**src/rtl/keypad_pkg.sv**
```systemverilog
// keypad_pkg: shared definitions for the memory-mapped 4x4 keypad scanner.
//   - register addresses on the address/dataIn/load/dataOut bus
//   - bit positions of the read-back fields
//   - key FSM state encoding
//   - key FIFO geometry
//   - lowest_col(): lowest-numbered pressed column of an active-high column mask
package keypad_pkg;

    localparam logic [1:0] ADDR_FIFO   = 2'd0;
    localparam logic [1:0] ADDR_STATUS = 2'd1;
    localparam logic [1:0] ADDR_CTRL   = 2'd2;
    localparam logic [1:0] ADDR_RSVD   = 2'd3;

    // Address 0 read-back layout
    localparam int unsigned RD0_NONEMPTY  = 15;
    localparam int unsigned RD0_COUNT_LSB = 12;
    localparam int unsigned RD0_CODE_LSB  = 0;

    // Address 1 status layout
    localparam int unsigned STAT_HELD     = 0;
    localparam int unsigned STAT_OVF      = 1;
    localparam int unsigned STAT_CODE_LSB = 4;

    // Address 2 control layout
    localparam int unsigned CTRL_EN = 0;

    localparam int unsigned FIFO_DEPTH = 4;
    localparam int unsigned FIFO_AW    = 2;
    localparam int unsigned FIFO_CW    = 3;

    typedef enum logic [1:0] {
        ST_IDLE,
        ST_DEBOUNCE,
        ST_HELD,
        ST_RELEASE
    } kp_state_t;

    function automatic logic [1:0] lowest_col(input logic [3:0] pressed);
        if (pressed[0])      return 2'd0;
        else if (pressed[1]) return 2'd1;
        else if (pressed[2]) return 2'd2;
        else                 return 2'd3;
    endfunction

endpackage

```
**src/rtl/keypad_fifo.sv**
```systemverilog
// keypad_fifo: 4-entry x 4-bit key-code FIFO.
//   CLK, RST : clock, asynchronous active-high reset
//   push/din : enqueue din (dropped when full unless a pop happens in the same cycle)
//   pop      : dequeue head (no-op when empty)
//   head     : entry at the read pointer (meaningless when empty)
//   count    : number of stored entries, 0..4
//   full/empty
//   dropped  : pulses when a push was refused
module keypad_fifo
    import keypad_pkg::*;
(
    input  logic               CLK,
    input  logic               RST,
    input  logic               push,
    input  logic               pop,
    input  logic [3:0]         din,
    output logic [3:0]         head,
    output logic [FIFO_CW-1:0] count,
    output logic               full,
    output logic               empty,
    output logic               dropped
);

    logic [3:0]         mem [FIFO_DEPTH];
    logic [FIFO_AW-1:0] rd_q;
    logic [FIFO_AW-1:0] wr_q;
    logic [FIFO_CW-1:0] count_q;
    logic               do_push;
    logic               do_pop;

    assign full  = (count_q == FIFO_CW'(FIFO_DEPTH));
    assign empty = (count_q == '0);
    assign count = count_q;
    assign head  = mem[rd_q];

    // A pop frees the slot in the same cycle, so a push is still accepted
    // when full; with wr_q == rd_q the new code overwrites the departing head.
    always_comb begin
        do_pop  = pop && !empty;
        do_push = push && (!full || do_pop);
        dropped = push && !do_push;
    end

    always_ff @(posedge CLK or posedge RST) begin
        if (RST) begin
            rd_q    <= '0;
            wr_q    <= '0;
            count_q <= '0;
            for (int unsigned i = 0; i < FIFO_DEPTH; i++) begin
                mem[i] <= '0;
            end
        end else begin
            if (do_push) begin
                mem[wr_q] <= din;
                wr_q      <= wr_q + FIFO_AW'(1);
            end
            if (do_pop) begin
                rd_q <= rd_q + FIFO_AW'(1);
            end
            case ({do_push, do_pop})
                2'b10:   count_q <= count_q + FIFO_CW'(1);
                2'b01:   count_q <= count_q - FIFO_CW'(1);
                default: count_q <= count_q;
            endcase
        end
    end

endmodule

```
**src/rtl/keypad.sv**
```systemverilog
// keypad: memory-mapped 4x4 matrix keypad scanner with per-key debounce
// and a 4-deep key-code FIFO.
//   CLK     : system clock
//   RST     : asynchronous active-high reset
//   address : register select (0 fifo, 1 status, 2 control, 3 reserved)
//   dataIn  : write data
//   load    : write strobe
//   ROW     : active-low row drive, one row low per slot while enabled
//   COL     : active-low column sense, asynchronous to CLK
//   dataOut : combinational read of the register at address
// Parameters: SCAN_DIV clocks per row slot (>= 4), DEBOUNCE frames (>= 2).
module keypad
    import keypad_pkg::*;
#(
    parameter int unsigned SCAN_DIV = 1000,
    parameter int unsigned DEBOUNCE = 4
) (
    input  logic        CLK,
    input  logic        RST,
    input  logic [1:0]  address,
    input  logic [15:0] dataIn,
    input  logic        load,
    output logic [3:0]  ROW,
    input  logic [3:0]  COL,
    output logic [15:0] dataOut
);

    localparam int unsigned DW = $clog2(SCAN_DIV);
    localparam int unsigned CW = $clog2(DEBOUNCE + 1);
    localparam logic [DW-1:0] DIV_LAST = DW'(SCAN_DIV - 1);
    localparam logic [CW-1:0] CNT_DONE = CW'(DEBOUNCE);

    // Scanner state
    logic [3:0]    col_s1;
    logic [3:0]    col_s2;
    logic [DW-1:0] div_q;
    logic [1:0]    r_q;
    logic [3:0]    row_q;
    logic          acc_found;
    logic [3:0]    acc_code;
    logic          enable_q;
    logic          overflow_q;

    // FSM state
    kp_state_t     state_q, state_d;
    logic [3:0]    cand_q, cand_d;
    logic [CW-1:0] cnt_q, cnt_d;
    logic          push;

    // Decode / datapath
    logic          wr_fifo, wr_stat, wr_ctrl;
    logic          enable_d;
    logic          slot_end, frame_end;
    logic          slot_hit;
    logic [3:0]    slot_code;
    logic          res_found;
    logic [3:0]    res_code;
    logic [1:0]    r_d;
    logic [3:0]    row_d;
    logic          same_key;

    // FIFO
    logic [3:0]         fifo_head;
    logic [FIFO_CW-1:0] fifo_count;
    logic               fifo_full;
    logic               fifo_empty;
    logic               fifo_dropped;

    logic unused_inputs;
    assign unused_inputs = ^{dataIn[15:2], fifo_full};

    assign ROW = row_q;

    always_comb begin
        wr_fifo  = load && (address == ADDR_FIFO);
        wr_stat  = load && (address == ADDR_STATUS);
        wr_ctrl  = load && (address == ADDR_CTRL);
        enable_d = wr_ctrl ? dataIn[CTRL_EN] : enable_q;

        slot_end  = enable_q && (div_q == DIV_LAST);
        frame_end = slot_end && (r_q == 2'd3);
        slot_hit  = |(~col_s2);
        slot_code = {r_q, lowest_col(~col_s2)};

        // Rows are visited in ascending order, so the first hit of the frame
        // is already the lowest r*4+col; the row-3 sample joins at frame end.
        res_found = acc_found || slot_hit;
        res_code  = acc_found ? acc_code : slot_code;
        same_key  = res_found && (res_code == cand_q);

        // ROW is registered, so it is built from the next row index and the
        // next enable; re-enabling lands on row 0 in the same edge.
        if (!enable_q)     r_d = 2'd0;
        else if (slot_end) r_d = r_q + 2'd1;
        else               r_d = r_q;
        row_d = enable_d ? ~(4'b0001 << r_d) : 4'b1111;
    end

    always_ff @(posedge CLK or posedge RST) begin
        if (RST) begin
            col_s1     <= '1;
            col_s2     <= '1;
            div_q      <= '0;
            r_q        <= '0;
            row_q      <= 4'b1110;
            acc_found  <= 1'b0;
            acc_code   <= '0;
            enable_q   <= 1'b1;
            overflow_q <= 1'b0;
        end else begin
            col_s1   <= COL;
            col_s2   <= col_s1;
            enable_q <= enable_d;
            row_q    <= row_d;

            if (!enable_q) begin
                div_q     <= '0;
                r_q       <= '0;
                acc_found <= 1'b0;
                acc_code  <= '0;
            end else if (slot_end) begin
                div_q <= '0;
                r_q   <= r_d;
                if (frame_end) begin
                    acc_found <= 1'b0;
                    acc_code  <= '0;
                end else if (!acc_found && slot_hit) begin
                    acc_found <= 1'b1;
                    acc_code  <= slot_code;
                end
            end else begin
                div_q <= div_q + DW'(1);
            end

            // A refused push in the same cycle as a clear keeps the flag set.
            if (fifo_dropped) begin
                overflow_q <= 1'b1;
            end else if (wr_stat && dataIn[STAT_OVF]) begin
                overflow_q <= 1'b0;
            end
        end
    end

    always_ff @(posedge CLK or posedge RST) begin
        if (RST) begin
            state_q <= ST_IDLE;
            cand_q  <= '0;
            cnt_q   <= '0;
        end else begin
            state_q <= state_d;
            cand_q  <= cand_d;
            cnt_q   <= cnt_d;
        end
    end

    always_comb begin
        state_d = state_q;
        cand_d  = cand_q;
        cnt_d   = cnt_q;
        push    = 1'b0;

        if (!enable_q) begin
            state_d = ST_IDLE;
            cnt_d   = '0;
        end else if (frame_end) begin
            case (state_q)
                ST_IDLE: begin
                    if (res_found) begin
                        state_d = ST_DEBOUNCE;
                        cand_d  = res_code;
                        cnt_d   = CW'(1);
                    end
                end
                ST_DEBOUNCE: begin
                    if (same_key) begin
                        if (cnt_q + CW'(1) == CNT_DONE) begin
                            push    = 1'b1;
                            state_d = ST_HELD;
                            cnt_d   = '0;
                        end else begin
                            cnt_d = cnt_q + CW'(1);
                        end
                    end else begin
                        state_d = ST_IDLE;
                        cnt_d   = '0;
                    end
                end
                ST_HELD: begin
                    if (!same_key) begin
                        state_d = ST_RELEASE;
                        cnt_d   = CW'(1);
                    end
                end
                ST_RELEASE: begin
                    if (res_found) begin
                        cnt_d = CW'(1);
                    end else if (cnt_q + CW'(1) == CNT_DONE) begin
                        state_d = ST_IDLE;
                        cnt_d   = '0;
                    end else begin
                        cnt_d = cnt_q + CW'(1);
                    end
                end
                default: begin
                    state_d = ST_IDLE;
                    cnt_d   = '0;
                end
            endcase
        end
    end

    keypad_fifo u_fifo (
        .CLK     (CLK),
        .RST     (RST),
        .push    (push),
        .pop     (wr_fifo),
        .din     (cand_q),
        .head    (fifo_head),
        .count   (fifo_count),
        .full    (fifo_full),
        .empty   (fifo_empty),
        .dropped (fifo_dropped)
    );

    always_comb begin
        dataOut = '0;
        case (address)
            ADDR_FIFO: begin
                dataOut[RD0_NONEMPTY]               = !fifo_empty;
                dataOut[RD0_COUNT_LSB +: FIFO_CW]   = fifo_count;
                dataOut[RD0_CODE_LSB +: 4]          = fifo_empty ? 4'h0 : fifo_head;
            end
            ADDR_STATUS: begin
                dataOut[STAT_HELD]          = (state_q == ST_HELD);
                dataOut[STAT_OVF]           = overflow_q;
                dataOut[STAT_CODE_LSB +: 4] = (state_q == ST_IDLE) ? 4'h0 : cand_q;
            end
            ADDR_CTRL: begin
                dataOut[CTRL_EN] = enable_q;
            end
            default: dataOut = '0;
        endcase
    end

endmodule
```
**config.mk**
```make
export PLATFORM = sky130hd
export DESIGN_NAME = keypad
export DESIGN_NICKNAME = d
export VERILOG_FILES = /design/src/rtl/keypad_pkg.sv /design/src/rtl/keypad_fifo.sv /design/src/rtl/keypad.sv
export SDC_FILE = /design/constraint.sdc
export NUM_CORES = 1
export LEC_CHECK = 0
export CAP_MARGIN = 20
export CORE_MARGIN = 5
export CORE_UTILIZATION = 54
export DETAILED_ROUTE_END_ITERATION = 10
export GPL_ROUTABILITY_DRIVEN = 0
export GPL_TIMING_DRIVEN = 0
export MAX_ROUTING_LAYER = met4
export PLACE_DENSITY = 0.83
export SYNTH_ARGS = -nofsm -noshare
export SYNTH_HDL_FRONTEND = slang
export SYNTH_SLANG_ARGS = --single-unit
```
**constraint.sdc**
```tcl
create_clock -name CLK -period 3.8 [get_ports CLK]
set_clock_uncertainty 0.2 [all_clocks]
set_input_delay 0.38 -clock CLK [delete_from_list [all_inputs] [get_ports CLK]]
set_output_delay 0.38 -clock CLK [all_outputs]
set_load 0.05 [all_outputs]
```
==> flow_metrics.env, run 1 <==
export IMPL_outcome="finished, final reports clean"
export IMPL_insertedDiodeCount=0
export IMPL_port_buffers=26
export IMPL_synthCells=283
export IMPL_dp_cells=385
export IMPL_postCtsHoldBufs=0
export IMPL_yosysMostFrequentCell="dfrtp_1"
export IMPL_synth_seq_cells=63
export IMPL_cpPeakStageDelay_ns=0.56
export IMPL_tns_ns=0
export IMPL_area_growth_pct=19.4
export IMPL_synthTopCellsByCount="51 x dfrtp_1, 26 x nor2_1, 25 x nand2_1"
export IMPL_path_common_cell="xor2_1"
export IMPL_crit_buf_inv=2
export IMPL_synth_top_area_share_pct=40.8
export IMPL_grt_max_degree=33
export IMPL_stdcell_count=401
export IMPL_synth_edf_count=0
export IMPL_viasPerCell=5.59
export IMPL_drive_gt1_share_pct=18.8
export IMPL_intPower_uw=1180
export IMPL_dr_total_vias=2241
export IMPL_crit_chain="mux2i_1 -> xnor2_1 -> or4_1 -> clkbuf_1 -> nor4_1 -> nand2b_1 -> ha_1 -> inv_1 -> fa_1 -> xor2_1 -> nor2_1 -> xor2_1"
export IMPL_worst_slack_ns=0.310
export IMPL_finalHoldViolCount=0
export IMPL_fin_crit_ns=3.49
export IMPL_place_ws_ns=0.218
export IMPL_cts_buffer_depth=2
export IMPL_coreArea_mm2=0.00557
export IMPL_h_tree_depth=3
export IMPL_syn_area_per_cell_um2=11.0
export IMPL_synthFlopType="dfrtp_1"
export IMPL_drv_slew=0
export IMPL_slew_headroom_pct=56.5
export IMPL_cp_end_kind="flop"
export IMPL_tightest_slew_ns=0.645
export IMPL_hold_path_class="flop to flop"
export IMPL_root_buffer="clkbuf_8"
export IMPL_clk_latency_ns=0.34
export IMPL_grt_pass1_wl_um=10600
export IMPL_setup_viol=0
export IMPL_syn_area_mm2=0.00313
export IMPL_async_flop_share_pct=100
export IMPL_ir_worst_vdd_v=0.000494
export IMPL_die_area_mm2=0.00741
export IMPL_comb_power_share_pct=15.3
export IMPL_antenna_found_initial=0
export IMPL_switching_share_pct=28.4
export IMPL_numCtsBuffers=9
export IMPL_ys_types=52
export IMPL_cp_required_ns=3.83
export IMPL_pin_count=45
export IMPL_fmax_mhz=287
export IMPL_path_delay_family="simple AND/OR/NAND/NOR gates"
export IMPL_rsz0062_at_grt="false"
export IMPL_cap_violations=0
export IMPL_holdWs_ns=0.155
export IMPL_ys_seq_area_share_pct=50.9
export IMPL_die_y_um=86.1
export IMPL_dr_pass1_iters=4
export IMPL_grt_overflow=0
export IMPL_wl_per_cell_um=15.6
export IMPL_cp_arrival_ns=3.52
export IMPL_post_cts_resized=0
export IMPL_cp_max_fo=7
export IMPL_yosysWarnings=0
export IMPL_cts_tree="yes"
export IMPL_period_share_pct=91.8
export IMPL_ant_nets=0
export IMPL_post_synth_top_area_cell="dfrtp_1"
export IMPL_slowest_stage="nor4_1"
export IMPL_synth_area_leaders="dfrtp_1 41%, dfstp_2 10%, mux2_2 6.1%"
export IMPL_powerDensity_mw_per_mm2=442
export IMPL_leakagePower_uw=0.00166
export IMPL_power_share_sequential_pct=45.8
export IMPL_crit_type="flop to flop"
export IMPL_pwr_share_clk_pct=38.8
export IMPL_placementRows=27
export IMPL_crit_path_start_kind="flop"
export IMPL_p_total_uw=1650
export IMPL_power_switching_uw=468
export IMPL_clock_sinks=63
export IMPL_start_util_pct=56.1
export IMPL_grt_use_total_pct=19.0
export IMPL_grt_pass1_vias=2275
export IMPL_drc_errors=0
export IMPL_clkSlewWorstSetupHoldPaths_ns=0.07
export IMPL_final_nets=359
export IMPL_post_cts_buffers=0
export IMPL_dp_final_hpwl_um=4470
export IMPL_wirelength_um=6260
export IMPL_die_w_um=86.1
export IMPL_drtIter0Drc=229
[layout by cell type, fill, tap and decap left out, types with 9 or more instances in the layout]
| master | count |
|---|---|
| nor2_1 | 26 |
| ha_1 | 9 |
| clkdlybuf4s50_1 | 26 |
| xnor2_1 | 10 |
| inv_1 | 12 |
| nand2_1 | 25 |
| clkbuf_8 | 10 |
| dfstp_2 | 12 |
| dfrtp_1 | 51 |
| mux2_2 | 17 |
| o21ai_0 | 9 |
[cells by family (layout without fill, tap and decap cells)]
| group | count (synthesis) | in the layout | synth area share [%] |
|---|---|---|---|
| compound gates | 41 | 41 | 8.84 |
| xor+xnor | 16 | 16 | 4.48 |
| mux | 25 | 25 | 10.3 |
| other cells | 1 | 4 | 0.120 |
| simple gates | 103 | 103 | 17.4 |
| fa+ha+maj | 10 | 10 | 4.24 |
| buf+inv | 24 | 67 | 3.68 |
| flops | 63 | 63 | 50.9 |
[through the flow]
step                      instance area, um^2  utilization [%]
after floorplan                          3140                -
after global placement                   3490             62.6
after detailed placement                 3510             62.9
after CTS                                3730             66.9
after global routing                     3730             67.0
final                                    3730             67.0
[power groups by stage]
| stage | Combinational [uW] | Clock, uW | Sequential (uW) |
|---|---|---|---|
| final | 253 | 641 | 756 |
| after global routing | 277 | 683 | 765 |
| after CTS | 257 | 655 | 756 |
| after detailed placement | 253 | 0 | 768 |
| after global placement | 244 | 0 | 766 |
| after floorplan | 178 | 0 | 763 |
[path summary, 6_finish.rpt]
path | depth (start not counted) | start | endpoint | slack, ns
min | 0 | col_s1[3] | col_s2[3] | 0.16
max reg2reg | 12 | acc_found | u_fifo.count[2] | 0.31
max in group asynchronous | 3 | RST | enable_q | 2.50
min reg2reg | 0 | col_s1[3] | col_s2[3] | 0.16
min in group asynchronous | 2 | RST | acc_code[0] | 0.25
max | 12 | acc_found | u_fifo.count[2] | 0.31
[state kept, by name, indices dropped and copies added (netlist names)]
name / count
u_fifo.wr_q: 2
acc_found: 1
state_q: 2
r_q: 2
div_q: 10
overflow_q: 1
enable_q: 1
u_fifo.rd_q: 2
cand_q: 4
acc_code: 4
u_fifo.mem: 16
cnt_q: 3
col_s2: 4
u_fifo.count: 3
ROW: 4
col_s1: 4
[area by class of cell]
type	instances	area [um^2]
buffer	10	62.6
clock buffer	9	124
clock inverter	7	96.3
fill	420	1840
inverter	14	52.6
multi-input combinational	199	1440
sequential	63	1590
tap	72	90.1
timing repair buffer	27	280
[metal layers]
| layer | track usage, % | up-vias | routed length [um] |
|---|---|---|---|
| met4 | 6.76 | 0 | 70 |
| met3 | 4.71 | 6 | 290 |
| met5 | - | - | 0 |
| met2 | 30.6 | 53 | 3170 |
| met1 | 23.3 | 1110 | 2730 |
| li1 | - | 1072 | - |
Note: power is estimated with default switching activity, not from simulation.
==> run 2, diff against run 1 <==
--- a/config.mk
+++ b/config.mk
@@ -11,7 +11,6 @@
 export DETAILED_ROUTE_END_ITERATION = 10
 export GPL_ROUTABILITY_DRIVEN = 0
 export GPL_TIMING_DRIVEN = 0
-export MAX_ROUTING_LAYER = met4
 export PLACE_DENSITY = 0.83
 export SYNTH_ARGS = -nofsm -noshare
 export SYNTH_HDL_FRONTEND = slang
==> run 2 against run 1 <==
Net effect:
- power down 0.13%
- sequential share of layout area did not move
- sequential power barely moved
- utilization stayed put
- critical path type unchanged
- critical endpoint unchanged
==> flow_metrics.env, run 2 (synthesis results as in run 1) <==
export IMPL_power_share_sequential_pct=45.9
export IMPL_crit_path_start_kind="flop"
export IMPL_grt_use_total_pct=18.5
export IMPL_comb_power_share_pct=15.3
export IMPL_crit_chain="mux2i_1 -> xnor2_1 -> or4_1 -> clkbuf_1 -> nor4_1 -> nand2b_1 -> ha_1 -> inv_1 -> fa_1 -> xor2_1 -> nor2_1 -> xor2_1"
export IMPL_numCtsBuffers=9
export IMPL_slowest_stage="nor4_1"
export IMPL_grt_pass1_wl_um=10700
export IMPL_post_cts_buffers=0
export IMPL_dp_final_hpwl_um=4470
export IMPL_final_common_cell="dfrtp_1"
export IMPL_area_growth_pct=19.4
export IMPL_drive_gt1_share_pct=18.8
export IMPL_met2_length_um=3090
export IMPL_final_nets=359
export IMPL_dr_total_vias=2230
export IMPL_top_register="u_fifo.mem"
export IMPL_drtIter0Drc=217
export IMPL_outcome="finished, final reports clean"
export IMPL_final_cell_mix="51 x dfrtp_1, 26 x nor2_1, 26 x clkdlybuf4s50_1"
export IMPL_cp_end_kind="flop"
export IMPL_top_layer_used="met4"
export IMPL_grt_max_degree=33
export IMPL_tns_ns=0
export IMPL_die_w_um=86.1
export IMPL_pwr_share_clk_pct=38.8
export IMPL_path_common_cell="xor2_1"
export IMPL_intPower_uw=1180
export IMPL_fillers=420
export IMPL_clock_sinks=63
export IMPL_wirelength_um=6260
export IMPL_die_y_um=86.1
export IMPL_cpPeakStageDelay_ns=0.56
export IMPL_viasPerCell=5.56
export IMPL_start_util_pct=56.1
export IMPL_worst_slack_ns=0.308
export IMPL_leakagePower_uw=0.00166
export IMPL_crit_type="flop to flop"
export IMPL_placementRows=27
export IMPL_finalHoldViolCount=0
export IMPL_cp_arrival_ns=3.52
export IMPL_period_share_pct=91.9
export IMPL_fin_crit_ns=3.49
export IMPL_slew_headroom_pct=56.5
export IMPL_wl_met3_um=351
export IMPL_drc_errors=0
export IMPL_die_area_mm2=0.00741
export IMPL_cp_required_ns=3.83
export IMPL_wl_met1_um=2710
export IMPL_multi_input_area_mm2=0.00144
export IMPL_ir_worst_vdd_v=0.000493
export IMPL_clkSlewWorstSetupHoldPaths_ns=0.07
export IMPL_placed_area_mm2=0.00351
export IMPL_grt_overflow=0
export IMPL_root_buffer="clkbuf_8"
export IMPL_dr_pass1_iters=5
export IMPL_cp_max_fo=7
export IMPL_place_ws_ns=0.218
export IMPL_register_area_mm2=0.00159
export IMPL_h_tree_depth=3
export IMPL_ant_nets=0
export IMPL_setup_viol=0
export IMPL_reg_top3="u_fifo.mem (16), div_q (10)"
export IMPL_wl_per_cell_um=15.6
export IMPL_cts_tree="yes"
export IMPL_port_buffers=26
export IMPL_rsz0062_at_grt="false"
export IMPL_largest_reg_flops=16
export IMPL_tightest_slew_ns=0.645
export IMPL_insertedDiodeCount=0
export IMPL_clk_latency_ns=0.35
export IMPL_grt_pass1_vias=2271
export IMPL_switching_share_pct=28.3
export IMPL_fmax_mhz=286
export IMPL_pin_count=45
export IMPL_cap_violations=0
export IMPL_antenna_found_initial=0
export IMPL_fin_area_mm2=0.00373
export IMPL_power_switching_uw=466
export IMPL_drv_slew=0
export IMPL_coreArea_mm2=0.00557
export IMPL_cts_buffer_depth=2
export IMPL_powerDensity_mw_per_mm2=442
export IMPL_hold_path_class="flop to flop"
## run 2: cell counts in the layout (fill, tap and decap cells not counted)
No cell type changed its count.
## run 2: power groups by stage
stage	clock network (uW)	registers [uW]	logic, uW
global placement	0	766	244
global route	683	765	277
floorplan	0	763	178
finish	640	756	252
CTS	655	756	257
detailed placement	0	768	253
## run 2: cell type report
| type | count | area share (%) |
|---|---|---|
| buffer | 10 | 1.68 |
| tap | 72 | 2.41 |
| clock buffer | 9 | 3.32 |
| sequential | 63 | 42.6 |
| inverter | 14 | 1.41 |
| clock inverter | 7 | 2.58 |
| timing repair buffer | 27 | 7.51 |
| multi-input combinational | 199 | 38.5 |
## run 2: metal layers
layer	vias to the layer above	track usage [%]
li1	1072	-
met3	9	4.80
met4	0	6.76
met5	-	0
met2	60	30.6
met1	1089	23.3
## run 2: timing repair
action,CTS,global route
hold buffers,0,0
gates resized for setup,0,1
setup endpoints to repair,0,1
## run 2: final timing paths
| path | end | slack, ns | start | cells past startpoint |
|---|---|---|---|---|
| worst min register to register | col_s2[3] | 0.16 | col_s1[3] | 0 |
| worst min-delay path | col_s2[3] | 0.16 | col_s1[3] | 0 |
| worst max register to register | u_fifo.count[2] | 0.31 | acc_found | 12 |
| min in group asynchronous | acc_code[1] | 0.25 | RST | 2 |
| worst max-delay path | u_fifo.count[2] | 0.31 | acc_found | 12 |
| max in group asynchronous | enable_q | 2.50 | RST | 3 |
## run 2: worst max-delay path, delay by kind of cell, from the launching register on
family	cells	cell delay, ns
buffers and inverters	2	0.29
XOR/XNOR	3	0.40
multiplexers	1	0.33
AND/OR/NAND/NOR	4	1.29
adder cells (fa/ha/maj)	2	0.41
flip-flops	1	0.46
## run 2: per-stage QoR
step	std cells	power [uW]	hold slack, ns	utilization (%)
finish	401	1650	0.157	67.0
CTS	401	1670	0.157	66.9
floorplan	286	941	0.145	-
global placement	384	1010	0.146	62.6
detailed placement	385	1020	0.149	62.9
global route	401	1720	0.167	67.0
==> run 3, diff against run 2 <==
--- a/config.mk
+++ b/config.mk
@@ -5,8 +5,7 @@
 export SDC_FILE = /design/constraint.sdc
 export NUM_CORES = 1
 export LEC_CHECK = 0
-export CAP_MARGIN = 20
-export CORE_MARGIN = 5
+export CAP_MARGIN = 10
 export CORE_UTILIZATION = 54
 export DETAILED_ROUTE_END_ITERATION = 10
 export GPL_ROUTABILITY_DRIVEN = 0
==> run 3 against run 2 <==
Net effect:
- fmax is 1.5% higher
- final cell count stayed put
- clock power is 6.1% lower
- combinational power hardly changed
- utilization is 0.070 points higher
- global-route usage is 4.4 points higher
- largest power group unchanged
==> flow_metrics.env, run 3 (synthesis results as in run 1) <==
export IMPL_finalHoldViolCount=0
export IMPL_pin_count=45
export IMPL_outcome="finished, final reports clean"
export IMPL_drv_slew=0
export IMPL_fillers=425
export IMPL_wirelength_um=6180
export IMPL_pwr_share_clk_pct=37.4
export IMPL_cts_tree="yes"
export IMPL_leakagePower_uw=0.00165
export IMPL_insertedDiodeCount=0
export IMPL_hold_path_class="primary input to async pin"
export IMPL_cp_max_fo=8
export IMPL_postCtsHoldBufs=0
export IMPL_period_share_pct=90.5
export IMPL_ant_nets=0
export IMPL_p_total_uw=1610
export IMPL_drtIter0Drc=178
export IMPL_top_register="u_fifo.mem"
export IMPL_final_common_cell="dfrtp_1"
export IMPL_cap_violations=0
export IMPL_clk_latency_ns=0.35
export IMPL_area_growth_pct=18.8
export IMPL_post_cts_buffers=0
export IMPL_grt_max_degree=45
export IMPL_tightest_slew_ns=0.947
export IMPL_cp_arrival_ns=3.47
export IMPL_r2r_end="u_fifo.count[2]"
export IMPL_grt_use_total_pct=22.8
export IMPL_clock_sinks=63
export IMPL_final_nets=359
export IMPL_numCtsBuffers=9
export IMPL_tns_ns=0
export IMPL_post_route_util_pct=67.1
export IMPL_cp_end_kind="flop"
export IMPL_grt_pass1_wl_um=10500
export IMPL_rr_worst_depth=12
export IMPL_cts_buffer_depth=2
export IMPL_reg_top3="u_fifo.mem (16), div_q (10)"
export IMPL_grt_overflow=0
export IMPL_comb_power_share_pct=15.7
export IMPL_crit_type="flop to flop"
export IMPL_cp_depth=12
export IMPL_dr_total_vias=2284
export IMPL_placementRows=27
export IMPL_endpoint="u_fifo.count[2]"
export IMPL_cpPeakStageDelay_ns=0.74
export IMPL_startpoint="div_q[0]"
export IMPL_reg2reg_slack_ns=0.36
export IMPL_power_switching_uw=473
export IMPL_crit_path_start_kind="flop"
export IMPL_slowest_stage="nor3_1"
export IMPL_wl_per_cell_um=15.4
export IMPL_intPower_uw=1140
export IMPL_worst_slack_ns=0.359
export IMPL_largest_reg_flops=16
export IMPL_die_w_um=78.1
export IMPL_rsz0062_at_grt="false"
export IMPL_drive_gt1_share_pct=18.5
export IMPL_slew_headroom_pct=36.4
export IMPL_crit_reg2reg_launch="div_q[0]"
export IMPL_antenna_found_initial=0
export IMPL_powerDensity_mw_per_mm2=433
export IMPL_final_cell_mix="51 x dfrtp_1, 26 x nor2_1, 26 x clkdlybuf4s50_1"
export IMPL_power_share_sequential_pct=47.0
export IMPL_fin_crit_ns=3.44
export IMPL_setup_viol=0
export IMPL_die_area_mm2=0.00610
export IMPL_holdWs_ns=0.146
export IMPL_cp_required_ns=3.83
export IMPL_die_y_um=78.1
export IMPL_viasPerCell=5.70
export IMPL_grt_pass1_vias=2293
export IMPL_dr_pass1_iters=5
export IMPL_coreArea_mm2=0.00554
export IMPL_fmax_mhz=291
export IMPL_drc_errors=0
export IMPL_start_util_pct=56.4
export IMPL_crit_buf_inv=1
export IMPL_ir_worst_vdd_v=0.000442
export IMPL_path_delay_family="simple AND/OR/NAND/NOR gates"
export IMPL_switching_share_pct=29.4
export IMPL_port_buffers=26
export IMPL_post_cts_resized=0
export IMPL_place_ws_ns=0.297
export IMPL_crit_chain="ha_1 -> nand4b_1 -> nor3_1 -> nand4_1 -> nor4_1 -> nand2b_1 -> ha_1 -> inv_1 -> fa_1 -> xor2_1 -> nor2_1 -> xor2_1"
export IMPL_clkSlewWorstSetupHoldPaths_ns=0.07
export IMPL_dp_final_hpwl_um=4420
export IMPL_root_buffer="clkbuf_8"
export IMPL_h_tree_depth=3
run 3: metrics by stage:
stage               instances  cell area, um^2
detailed placement        385             3510
global placement          384             3490
global route              401             3710
finish                    401             3710
floorplan                 286             3140
CTS                       401             3710
run 3: worst min path at each step:
stage,start,to,depth (start not counted)
final,RST,u_fifo.count[1],2
after global routing,col_s1[1],col_s2[1],0
after CTS,RST,u_fifo.count[1],2
after detailed placement,col_s1[0],col_s2[0],0
after global placement,col_s1[1],col_s2[1],0
after floorplan,col_s1[0],col_s2[0],0
run 3: layer usage:
metal  routed length (um)  global-route usage (%)
met2                 3040                    36.6
met4                   88                    7.78
met1                 2750                    30.1
met3                  307                    6.28
met5                    0                       0
run 3: power groups by stage:
| stage | Clock, uW | Sequential [uW] | Combinational, uW |
|---|---|---|---|
| 2_1_floorplan | 0 | 763 | 178 |
| 3_3_place_gp | 0 | 766 | 243 |
| 3_5_place_dp | 0 | 768 | 253 |
| 4_1_cts | 611 | 756 | 256 |
| 5_1_grt | 637 | 761 | 278 |
| 6_report | 601 | 756 | 252 |
run 3: cell type report:
class | instances | area (um^2) | area share (%)
Tap cell | 72 | 90.1 | 2.43
Buffer | 10 | 62.6 | 1.68
Timing Repair Buffer | 27 | 280 | 7.54
Clock buffer | 10 | 138 | 3.70
Sequential cell | 63 | 1590 | 42.8
Inverter | 14 | 52.6 | 1.41
Clock inverter | 6 | 68.8 | 1.85
Multi-Input combinational cell | 199 | 1430 | 38.5
